[src/rtl/matmul_seq_ctrl_if.sv]
// matmul_seq_ctrl_if
// Host / Q_RAM / dot-product bundle for the matrix-product sequencer.
//   master : host/loader side (drives start, abort, host_*, res_ready)
//   slave  : sequencer side   (drives we, dir_*, dot_go, res_*, busy, done)
// Signals:
//   start, abort            command inputs
//   host_we, host_dir_m1/2  loader write enables / addresses
//   we, dir_m1, dir_m2      Q_RAM write enables / addresses
//   dot_go                  dot-product start strobe
//   res_valid, res_ready    result handshake, res_idx = i*DIM+j
//   busy, done              status
// Optional macro SEQ_PERF_CNT_EN adds perf_cycles / perf_stalls.
interface matmul_seq_ctrl_if #(
    parameter int unsigned DIM    = 8,
    parameter int unsigned ADDR_W = 7
);
    localparam int unsigned IDX_W = 2 * $clog2(DIM);

    logic              start;
    logic              abort;
    logic [3:0]        host_we;
    logic [ADDR_W-1:0] host_dir_m1;
    logic [ADDR_W-1:0] host_dir_m2;
    logic [3:0]        we;
    logic [ADDR_W-1:0] dir_m1;
    logic [ADDR_W-1:0] dir_m2;
    logic              dot_go;
    logic              res_valid;
    logic              res_ready;
    logic [IDX_W-1:0]  res_idx;
    logic              busy;
    logic              done;

`ifdef SEQ_PERF_CNT_EN
    logic [15:0]       perf_cycles;
    logic [15:0]       perf_stalls;

    modport master (
        output start, abort, host_we, host_dir_m1, host_dir_m2, res_ready,
        input  we, dir_m1, dir_m2, dot_go, res_valid, res_idx, busy, done,
               perf_cycles, perf_stalls
    );
    modport slave (
        input  start, abort, host_we, host_dir_m1, host_dir_m2, res_ready,
        output we, dir_m1, dir_m2, dot_go, res_valid, res_idx, busy, done,
               perf_cycles, perf_stalls
    );
`else
    modport master (
        output start, abort, host_we, host_dir_m1, host_dir_m2, res_ready,
        input  we, dir_m1, dir_m2, dot_go, res_valid, res_idx, busy, done
    );
    modport slave (
        input  start, abort, host_we, host_dir_m1, host_dir_m2, res_ready,
        output we, dir_m1, dir_m2, dot_go, res_valid, res_idx, busy, done
    );
`endif
endinterface

[src/rtl/matmul_seq_ctrl.sv]
// matmul_seq_ctrl
// Sequencer and Q_RAM port owner for a DIM x DIM complex matrix product.
// In IDLE the host loader's write enables / addresses pass straight to
// Q_RAM; once started, the block walks every output element (i,j),
// addresses row i of M1 and row j of M2 (M2 is stored transposed), strobes
// the dot-product unit and offers each result under valid/ready.
// Ports:
//   clk  : rising-edge clock
//   rst  : asynchronous active-low reset
//   bus  : matmul_seq_ctrl_if.slave (see interface header)
// Optional macro SEQ_PERF_CNT_EN: busy-cycle and stall counters
// (bus.perf_cycles, bus.perf_stalls), saturating, cleared on start.
module matmul_seq_ctrl #(
    parameter int unsigned DIM      = 8,
    parameter int unsigned ADDR_W   = 7,
    parameter int unsigned RD_LAT   = 1,
    parameter int unsigned PIPE_LAT = 3
) (
    input  logic                clk,
    input  logic                rst,
    matmul_seq_ctrl_if.slave    bus
);
    localparam int unsigned IJ_W     = $clog2(DIM);
    localparam int unsigned IDX_W    = 2 * IJ_W;
    localparam int unsigned WAIT_MAX = (RD_LAT > PIPE_LAT) ? RD_LAT : PIPE_LAT;
    localparam int unsigned CNT_W    = (WAIT_MAX > 1) ? $clog2(WAIT_MAX) : 1;

    localparam logic [IJ_W-1:0]  LAST   = IJ_W'(DIM - 1);
    localparam logic [CNT_W-1:0] RD_END = CNT_W'(RD_LAT - 1);
    localparam logic [CNT_W-1:0] EX_END = CNT_W'(PIPE_LAT - 1);

    typedef enum logic [2:0] {
        IDLE, ISSUE, RD_WAIT, FIRE, EXEC, OUT, DONE
    } state_t;

    state_t           state, state_nxt;
    logic [IJ_W-1:0]  i_q, i_nxt;
    logic [IJ_W-1:0]  j_q, j_nxt;
    logic [CNT_W-1:0] cnt_q, cnt_nxt;

    always_ff @(posedge clk or negedge rst) begin
        if (!rst) begin
            state <= IDLE;
            i_q   <= '0;
            j_q   <= '0;
            cnt_q <= '0;
        end else begin
            state <= state_nxt;
            i_q   <= i_nxt;
            j_q   <= j_nxt;
            cnt_q <= cnt_nxt;
        end
    end

    always_comb begin
        state_nxt = state;
        i_nxt     = i_q;
        j_nxt     = j_q;
        cnt_nxt   = '0;
        case (state)
            IDLE: begin
                if (bus.start) begin
                    i_nxt     = '0;
                    j_nxt     = '0;
                    state_nxt = ISSUE;
                end
            end
            ISSUE: state_nxt = RD_WAIT;
            RD_WAIT: begin
                if (cnt_q == RD_END) state_nxt = FIRE;
                else                 cnt_nxt   = cnt_q + 1'b1;
            end
            FIRE: state_nxt = EXEC;
            EXEC: begin
                if (cnt_q == EX_END) state_nxt = OUT;
                else                 cnt_nxt   = cnt_q + 1'b1;
            end
            OUT: begin
                if (bus.res_ready) begin
                    if (j_q != LAST) begin
                        j_nxt     = j_q + 1'b1;
                        state_nxt = ISSUE;
                    end else if (i_q != LAST) begin
                        j_nxt     = '0;
                        i_nxt     = i_q + 1'b1;
                        state_nxt = ISSUE;
                    end else begin
                        state_nxt = DONE;
                    end
                end
            end
            DONE:    state_nxt = IDLE;
            default: state_nxt = IDLE;
        endcase
        // abort overrides everything, including a same-cycle acceptance
        if (state != IDLE && bus.abort) begin
            state_nxt = IDLE;
            i_nxt     = '0;
            j_nxt     = '0;
        end
    end

    // Status outputs decode the state register directly, so an async
    // reset clears them without waiting for a clock edge.
    assign bus.busy      = (state != IDLE);
    assign bus.dot_go    = (state == FIRE);
    assign bus.res_valid = (state == OUT);
    assign bus.done      = (state == DONE);
    assign bus.res_idx   = IDX_W'(i_q) * IDX_W'(DIM) + IDX_W'(j_q);

    always_comb begin
        if (state == IDLE) begin
            bus.we     = bus.host_we;
            bus.dir_m1 = bus.host_dir_m1;
            bus.dir_m2 = bus.host_dir_m2;
        end else begin
            bus.we     = '0;
            bus.dir_m1 = ADDR_W'(i_q);
            bus.dir_m2 = ADDR_W'(j_q);
        end
    end

`ifdef SEQ_PERF_CNT_EN
    logic [15:0] perf_cycles_q;
    logic [15:0] perf_stalls_q;

    always_ff @(posedge clk or negedge rst) begin
        if (!rst) begin
            perf_cycles_q <= '0;
            perf_stalls_q <= '0;
        end else if (state == IDLE) begin
            if (bus.start) begin
                perf_cycles_q <= '0;
                perf_stalls_q <= '0;
            end
        end else begin
            if (perf_cycles_q != '1)
                perf_cycles_q <= perf_cycles_q + 1'b1;
            if (state == OUT && !bus.res_ready && perf_stalls_q != '1)
                perf_stalls_q <= perf_stalls_q + 1'b1;
        end
    end

    assign bus.perf_cycles = perf_cycles_q;
    assign bus.perf_stalls = perf_stalls_q;
`endif
endmodule
[src/flat_wrapper.sv]
// flat-port wrapper written by rule: the top's interface ports become plain ports
module matmul_seq_ctrl_flat 
#(
    parameter int unsigned DIM      = 8,
    parameter int unsigned ADDR_W   = 7,
    parameter int unsigned RD_LAT   = 1,
    parameter int unsigned PIPE_LAT = 3
)
  (clk, rst, bus_start, bus_abort, bus_host_we, bus_host_dir_m1, bus_host_dir_m2, bus_res_ready, bus_we, bus_dir_m1, bus_dir_m2, bus_dot_go, bus_res_valid, bus_res_idx, bus_busy, bus_done);
  matmul_seq_ctrl_if #(.DIM(DIM), .ADDR_W(ADDR_W)) bus_i ();
  input  logic clk;
  input  logic rst;
  input wire logic [$bits(bus_i.start)-1:0] bus_start;
  input wire logic [$bits(bus_i.abort)-1:0] bus_abort;
  input wire logic [$bits(bus_i.host_we)-1:0] bus_host_we;
  input wire logic [$bits(bus_i.host_dir_m1)-1:0] bus_host_dir_m1;
  input wire logic [$bits(bus_i.host_dir_m2)-1:0] bus_host_dir_m2;
  input wire logic [$bits(bus_i.res_ready)-1:0] bus_res_ready;
  output wire logic [$bits(bus_i.we)-1:0] bus_we;
  output wire logic [$bits(bus_i.dir_m1)-1:0] bus_dir_m1;
  output wire logic [$bits(bus_i.dir_m2)-1:0] bus_dir_m2;
  output wire logic [$bits(bus_i.dot_go)-1:0] bus_dot_go;
  output wire logic [$bits(bus_i.res_valid)-1:0] bus_res_valid;
  output wire logic [$bits(bus_i.res_idx)-1:0] bus_res_idx;
  output wire logic [$bits(bus_i.busy)-1:0] bus_busy;
  output wire logic [$bits(bus_i.done)-1:0] bus_done;
  assign bus_i.start = bus_start;
  assign bus_i.abort = bus_abort;
  assign bus_i.host_we = bus_host_we;
  assign bus_i.host_dir_m1 = bus_host_dir_m1;
  assign bus_i.host_dir_m2 = bus_host_dir_m2;
  assign bus_i.res_ready = bus_res_ready;
  assign bus_we = bus_i.we;
  assign bus_dir_m1 = bus_i.dir_m1;
  assign bus_dir_m2 = bus_i.dir_m2;
  assign bus_dot_go = bus_i.dot_go;
  assign bus_res_valid = bus_i.res_valid;
  assign bus_res_idx = bus_i.res_idx;
  assign bus_busy = bus_i.busy;
  assign bus_done = bus_i.done;
  matmul_seq_ctrl #(.DIM(DIM), .ADDR_W(ADDR_W), .RD_LAT(RD_LAT), .PIPE_LAT(PIPE_LAT)) u_core (.clk(clk), .rst(rst), .bus(bus_i));
endmodule
[config.mk]
export PLATFORM = sky130hd
export DESIGN_NAME = matmul_seq_ctrl_flat
export DESIGN_NICKNAME = d
export VERILOG_FILES = /design/src/rtl/matmul_seq_ctrl_if.sv /design/src/rtl/matmul_seq_ctrl.sv /design/src/flat_wrapper.sv
export SDC_FILE = /design/constraint.sdc
export NUM_CORES = 1
export LEC_CHECK = 0
export CORE_MARGIN = 4
export CORE_UTILIZATION = 35
export CTS_CLUSTER_DIAMETER = 40
export DETAILED_ROUTE_END_ITERATION = 10
export PLACE_DENSITY_LB_ADDON = 0.08
export SYNTH_ARGS = -nofsm -noshare
export SYNTH_HDL_FRONTEND = slang
export SYNTH_SLANG_ARGS = --single-unit
[constraint.sdc]
create_clock -name clk -period 2.1 [get_ports clk]
set_clock_uncertainty 0.2 [all_clocks]
set_input_delay 0.42 -clock clk [delete_from_list [all_inputs] [get_ports clk]]
set_output_delay 0.42 -clock clk [all_outputs]
set_load 0.01 [all_outputs]
==> impl_metrics.env, run 1 <==
export IMPL_critical_path_class="reg -> out"
export IMPL_reg2reg_depth=5
export IMPL_rows=18
export IMPL_coreArea_sq_um=2450
export IMPL_gr_usage_met3_pct=5.04
export IMPL_io_pins=51
export IMPL_drv_cap=0
export IMPL_power_density_nw_per_um2=1100
export IMPL_post_route_period_util_pct=107
export IMPL_async_flop_share_pct=100
export IMPL_worst_ep_arrival_time_ns=1.63
export IMPL_insertion_delay_ns=0.27
export IMPL_max_freq_ghz=0.444
export IMPL_dp_hpwl_microns=2080
export IMPL_use_met1_pct=19.8
export IMPL_period_minus_slack_ns=2.25
export IMPL_cell_internal_pwr_mw=1.18
export IMPL_fillCellCount=195
export IMPL_h_tree_depth=1
export IMPL_status="complete, but fails checks"
export IMPL_setup_violations=16
export IMPL_dr_pass1_iters=4
export IMPL_synth_avg_cell_area_sq_um=8.81
export IMPL_max_slew_margin_rel_pct=59.7
export IMPL_cts_buffer_depth=2
export IMPL_fin_hold_ws_ns=0.285
export IMPL_worst_slack_ns=-0.153
export IMPL_die_x_microns=58.4
export IMPL_synth_compound_area_share_pct=16.9
export IMPL_synthTopCellsByArea="dfrtp_1, ha_1, and2_1"
export IMPL_synthFlopType="dfrtp_1"
export IMPL_yosysUniqueCellTypes=34
export IMPL_gp_congestion=0.825
export IMPL_rsz0062_at_grt="yes"
export IMPL_start_kind="register"
export IMPL_clock_sinks=11
export IMPL_drc=0
export IMPL_netlist_instances=101
export IMPL_detail_route_antenna_nets=0
export IMPL_yosysWarnings=0
export IMPL_syn2layout_area_growth_pct=91.6
export IMPL_busiest_layer="met2"
export IMPL_synth_seq_cells=11
export IMPL_dr_total_vias=997
export IMPL_root_buffer="clkbuf_4"
export IMPL_power_leakage_nw=0.822
export IMPL_synth_mux_area_share_pct=6.61
export IMPL_synth_top_area_share_pct=30.9
export IMPL_violations="setup timing"
export IMPL_endpoint="bus_dir_m1[0]"
export IMPL_tns_ns=-1.44
export IMPL_p_seq_share_pct=14.5
export IMPL_finalWirelength_microns=2960
export IMPL_synth_edf_count=0
export IMPL_yosysMostFrequentCell="and2_1"
export IMPL_drt_iter0_markers=19
export IMPL_yosys_area_share_simple_pct=27.0
export IMPL_switchingPower_uw=692
export IMPL_synth_seq_area_share_pct=30.9
export IMPL_nets=205
export IMPL_grt_max_degree=16
export IMPL_cts_buffers_inserted=3
export IMPL_wl_per_cell_microns=14.7
export IMPL_rr_startpoint="u_core.state[2]"
export IMPL_post_synth_top_area_cell="dfrtp_1"
export IMPL_dieArea_sq_um=3410
export IMPL_hold_class="in -> async"
export IMPL_cts_tree="built"
export IMPL_r2r_setup_slack_ns=0.04
export IMPL_use_met2_pct=29.0
export IMPL_syn_area_sq_um=890
export IMPL_syn_nets=133
export IMPL_grtUsageTotal_pct=16.8
export IMPL_finalHoldViolCount=0
export IMPL_required_ns=1.48
export IMPL_n_antenna_cell=0
export IMPL_grt_pass1_vias=1044
export IMPL_swShare_pct=37.0
export IMPL_p_clk_share_pct=7.8
export IMPL_antenna_found_initial=0
export IMPL_clkTransAtPathRegs_ns=0.07
export IMPL_endpoint_kind="output pin"
export IMPL_synth_commonest_cells="and2_1, dfrtp_1, ha_1, inv_1, nand2_1"
export IMPL_viasPerCell=4.94
export IMPL_startpoint="u_core.state[1]"
export IMPL_grt_pass1_wl_microns=4420
export IMPL_slew_viol_final=0
export IMPL_drive_above_1_share_pct=38.4
export IMPL_ir_drop_mv=0.826
export IMPL_synth_xor_area_share_pct=0
export IMPL_grt_overflow=0
export IMPL_r2r_end="u_core.i_q[0]"
export IMPL_p_comb_share_pct=77.7
export IMPL_die_h_microns=58.4
export IMPL_numPortBuffers=50
export IMPL_start_util_pct=36.2
export IMPL_cp_max_fo=3
export IMPL_synthAdderAreaFrac_pct=12.7
export IMPL_worstMarginPinSlew_ns=0.597
export IMPL_synth_top_family_by_area="simple AND/OR/NAND/NOR gates"
==> placed cells by master, fill, tap and decap left out, types with 2 or more instances in the layout <==
| cell | n |
|---|---|
| a22o_1 | 2 |
| a22oi_1 | 2 |
| and2_1 | 4 |
| and2_4 | 10 |
| buf_2 | 5 |
| buf_4 | 9 |
| buf_6 | 26 |
| clkbuf_4 | 3 |
| clkdlybuf4s50_1 | 28 |
| dfrtp_1 | 11 |
| dlygate4sd2_1 | 3 |
| ha_1 | 9 |
| inv_1 | 9 |
| mux2_4 | 4 |
| nand2_1 | 5 |
| nand2_2 | 2 |
| nand2b_1 | 2 |
| nand4_1 | 2 |
| nor2_1 | 4 |
| nor2b_1 | 2 |
| nor3_1 | 2 |
| o21a_1 | 2 |
| o21ai_1 | 3 |
| o21ai_2 | 2 |
==> critical path: stages, from the launching register on <==
cell     delay [ns]
dfrtp_1        0.42
nor3_4         0.27
buf_6          0.16
buf_6          0.10
mux2_4         0.29
buf_6          0.12
==> flip-flops by register name, indices dropped and copies added, names as in the netlist <==
name	cells
u_core.i_q	3
u_core.cnt_q	2
u_core.j_q	3
u_core.state	3
==> what timing repair did <==
| action | in CTS | in global routing |
|---|---|---|
| setup buffers | 10 | 2 |
| hold buffers | 0 | 0 |
| gates resized for setup | 97 | 33 |
| setup endpoints to repair | 22 | 21 |
| pin swaps | 3 | 3 |
| gates cloned | 1 | 0 |
==> final cells by class <==
type	instances	area [sq um]	area share, %
clock buffers	4	26.3	1.54
inverters	9	33.8	1.98
multi-input cells	76	634	37.2
flip-flops and latches	11	275	16.2
well taps	30	37.5	2.20
repair buffers	72	697	40.9
==> power by group through the flow <==
| stage | combinational [mW] | clock (mW) | sequential, mW |
|---|---|---|---|
| after detailed placement | 1.00 | 0 | 0.263 |
| after floorplan | 0.483 | 0 | 0.268 |
| final | 1.45 | 0.146 | 0.271 |
| after CTS | 1.17 | 0.148 | 0.271 |
| after global routing | 1.55 | 0.160 | 0.275 |
| after global placement | 0.993 | 0 | 0.261 |
==> metal layers <==
| layer | share of wire (%) | routed length [microns] |
|---|---|---|
| met1 | 41 | 1200 |
| met2 | 54 | 1590 |
| met3 | 5.2 | 154 |
| met4 | 0.61 | 18 |
| met5 | 0 | 0 |
==> stage by stage <==
stage          instance area [sq um]  setup slack [ns]  total power, mW  instances  utilization [%]
5_1_grt                         1700            -0.196             1.99        202             69.4
6_report                        1700            -0.153             1.87        202             69.4
3_5_place_dp                    1490            -0.152             1.27        186             60.7
3_3_place_gp                    1490            -0.132             1.25        186             60.7
2_1_floorplan                    890             0.112            0.752        101                -
4_1_cts                         1570            -0.167             1.59        201             64.1
==> worst min-delay path by stage <==
stage,from,endpoint,slack (ns)
finish,rst,u_core.state[2],0.29
global route,rst,u_core.state[2],0.32
CTS,rst,u_core.state[2],0.30
detailed placement,u_core.i_q[2],u_core.i_q[2],0.36
global placement,u_core.i_q[2],u_core.i_q[2],0.36
floorplan,rst,u_core.cnt_q[0],-0.08
==> cells by family (layout without fill, tap and decap cells) <==
logic type	after synthesis	in the layout
compound gates	21	21
fa+ha+maj	9	9
buf+inv	14	85
flops	11	11
mux	5	5
simple gates	41	41
Note: power is estimated with default switching activity, not from simulation.
==> run 2: changes to the inputs <==
--- a/config.mk
+++ b/config.mk
@@ -7,9 +7,12 @@
 export LEC_CHECK = 0
 export CORE_MARGIN = 4
 export CORE_UTILIZATION = 35
+export CTS_BUF_LIST = sky130_fd_sc_hd__clkbuf_8 sky130_fd_sc_hd__clkbuf_16
 export CTS_CLUSTER_DIAMETER = 40
 export DETAILED_ROUTE_END_ITERATION = 10
+export MAX_ROUTING_LAYER = met4
 export PLACE_DENSITY_LB_ADDON = 0.08
 export SYNTH_ARGS = -nofsm -noshare
 export SYNTH_HDL_FRONTEND = slang
 export SYNTH_SLANG_ARGS = --single-unit
+export TNS_END_PERCENT = 5
==> impl_metrics.env, run 2 (synthesized netlist as in run 1, its figures left out) <==
export IMPL_gp_congestion=0.837
export IMPL_cts_buffer_depth=2
export IMPL_numPortBuffers=50
export IMPL_cts_tree="built"
export IMPL_start_kind="register"
export IMPL_swShare_pct=38.0
export IMPL_start_util_pct=36.2
export IMPL_critical_path_class="reg -> out"
export IMPL_max_freq_ghz=0.446
export IMPL_insertion_delay_ns=0.23
export IMPL_coreArea_sq_um=2450
export IMPL_period_minus_slack_ns=2.24
export IMPL_die_x_microns=58.4
export IMPL_power_density_nw_per_um2=1020
export IMPL_grtUsageTotal_pct=16.9
export IMPL_dp_hpwl_microns=2080
export IMPL_io_pins=51
export IMPL_grt_overflow=0
export IMPL_final_common_cell="clkdlybuf4s50_1"
export IMPL_clock_sinks=11
export IMPL_hold_class="in -> async"
export IMPL_p_clk_share_pct=12.6
export IMPL_drv_cap=0
export IMPL_cell_internal_pwr_mw=1.01
export IMPL_ir_drop_mv=0.774
export IMPL_cp_max_fo=4
export IMPL_die_h_microns=58.4
export IMPL_final_util_pct=64.6
export IMPL_endpoint_kind="output pin"
export IMPL_dr_pass1_iters=4
export IMPL_syn2layout_area_growth_pct=78.2
export IMPL_nets=201
export IMPL_multiInputGateArea_sq_um=596
export IMPL_power_leakage_nw=0.786
export IMPL_n_antenna_cell=0
export IMPL_worst_slack_ns=-0.140
export IMPL_dr_total_vias=969
export IMPL_finalWirelength_microns=2720
export IMPL_finalHoldViolCount=0
export IMPL_viasPerCell=4.89
export IMPL_wl_per_cell_microns=13.8
export IMPL_dieArea_sq_um=3410
export IMPL_grt_pass1_wl_microns=4310
export IMPL_clkTransAtPathRegs_ns=0.05
export IMPL_post_route_period_util_pct=107
export IMPL_cts_buffers_inserted=3
export IMPL_rsz0062_at_grt="yes"
export IMPL_regArea_sq_um=275
export IMPL_root_buffer="clkbuf_8"
export IMPL_grt_max_degree=16
export IMPL_largestRegisters="u_core.i_q x3, u_core.j_q x3, u_core.state x3"
export IMPL_p_comb_share_pct=70.7
export IMPL_drc=0
export IMPL_slew_viol_final=0
export IMPL_layoutNonFillerInstCount=198
export IMPL_worstMarginPinSlew_ns=0.528
export IMPL_status="complete, but fails checks"
export IMPL_switchingPower_uw=616
export IMPL_layout_common_cells="clkdlybuf4s50_1, and2_1, buf_2"
export IMPL_drt_iter0_markers=17
export IMPL_required_ns=1.48
export IMPL_dp_cells=186
export IMPL_p_seq_share_pct=16.8
export IMPL_antenna_found_initial=0
export IMPL_drive_above_1_share_pct=29.2
export IMPL_cts_hold_buf=0
export IMPL_h_tree_depth=1
export IMPL_setup_violations=4
export IMPL_violations="setup timing"
export IMPL_worst_ep_arrival_time_ns=1.62
export IMPL_grt_pass1_vias=987
export IMPL_rows=18
export IMPL_detail_route_antenna_nets=0
export IMPL_fillCellCount=223
export IMPL_max_slew_margin_rel_pct=64.3
-- run 2: layout make-up --
| class | count | share of cell area [%] |
|---|---|---|
| timing repair buffer | 68 | 37.7 |
| multi-input combinational | 76 | 37.6 |
| sequential | 11 | 17.4 |
| clock buffer | 3 | 2.60 |
| tap | 30 | 2.37 |
| inverter | 9 | 2.13 |
| clock inverter | 1 | 0.237 |
-- run 2: worst max-delay path: stages (launching register included) --
cell and delay (ns):
dfrtp_1 0.41, nor3_4 0.25, buf_4 0.17, buf_4 0.10, mux2_2 0.31, buf_2 0.14
-- run 2: power by group through the flow --
stage / registers (mW) / logic (mW) / clock network (mW)
floorplan: 0.268 / 0.483 / 0
global placement: 0.261 / 0.993 / 0
detailed placement: 0.263 / 1.00 / 0
CTS: 0.271 / 1.09 / 0.209
global route: 0.275 / 1.24 / 0.224
finish: 0.272 / 1.15 / 0.204
-- run 2: stage by stage --
| stage | setup TNS [ns] | power (mW) | hold WS (ns) | area (sq um) | setup slack (ns) |
|---|---|---|---|---|---|
| final | -0.278 | 1.62 | 0.325 | 1590 | -0.140 |
| after global routing | -0.746 | 1.74 | 0.366 | 1590 | -0.200 |
| after global placement | -1.30 | 1.25 | 0.359 | 1490 | -0.132 |
| after floorplan | 0 | 0.752 | -0.0756 | 890 | 0.112 |
| after CTS | -0.660 | 1.56 | 0.340 | 1550 | -0.208 |
| after detailed placement | -1.68 | 1.27 | 0.359 | 1490 | -0.152 |
-- run 2: path summary, 6_finish.rpt --
check | start | to | slack (ns) | cells after the start
hold / removal | rst | u_core.state[2] | 0.33 | 1
setup / recovery | u_core.state[1] | bus_dir_m1[1] | -0.14 | 5
min in group clk | u_core.i_q[1] | u_core.i_q[1] | 0.38 | 1
hold reg to reg | u_core.i_q[1] | u_core.i_q[1] | 0.38 | 1
setup reg to reg | u_core.state[2] | u_core.i_q[0] | 0.05 | 5
max in group asynchronous | rst | u_core.cnt_q[0] | 1.03 | 1
-- run 2: timing repair --
action / CTS / global route
gates cloned: 1 / 0
pin swaps: 3 / 3
endpoints found under the setup margin: 22 / 13
setup buffers: 5 / 2
gates resized for setup: 81 / 17
-- run 2: per-layer routing --
metal	vias up	track usage (%)	routed length (microns)
met3	4	4.61	143
met4	0	4.64	21
li1	491	-	-
met5	-	-	0
met2	25	28.7	1430
met1	449	19.4	1130
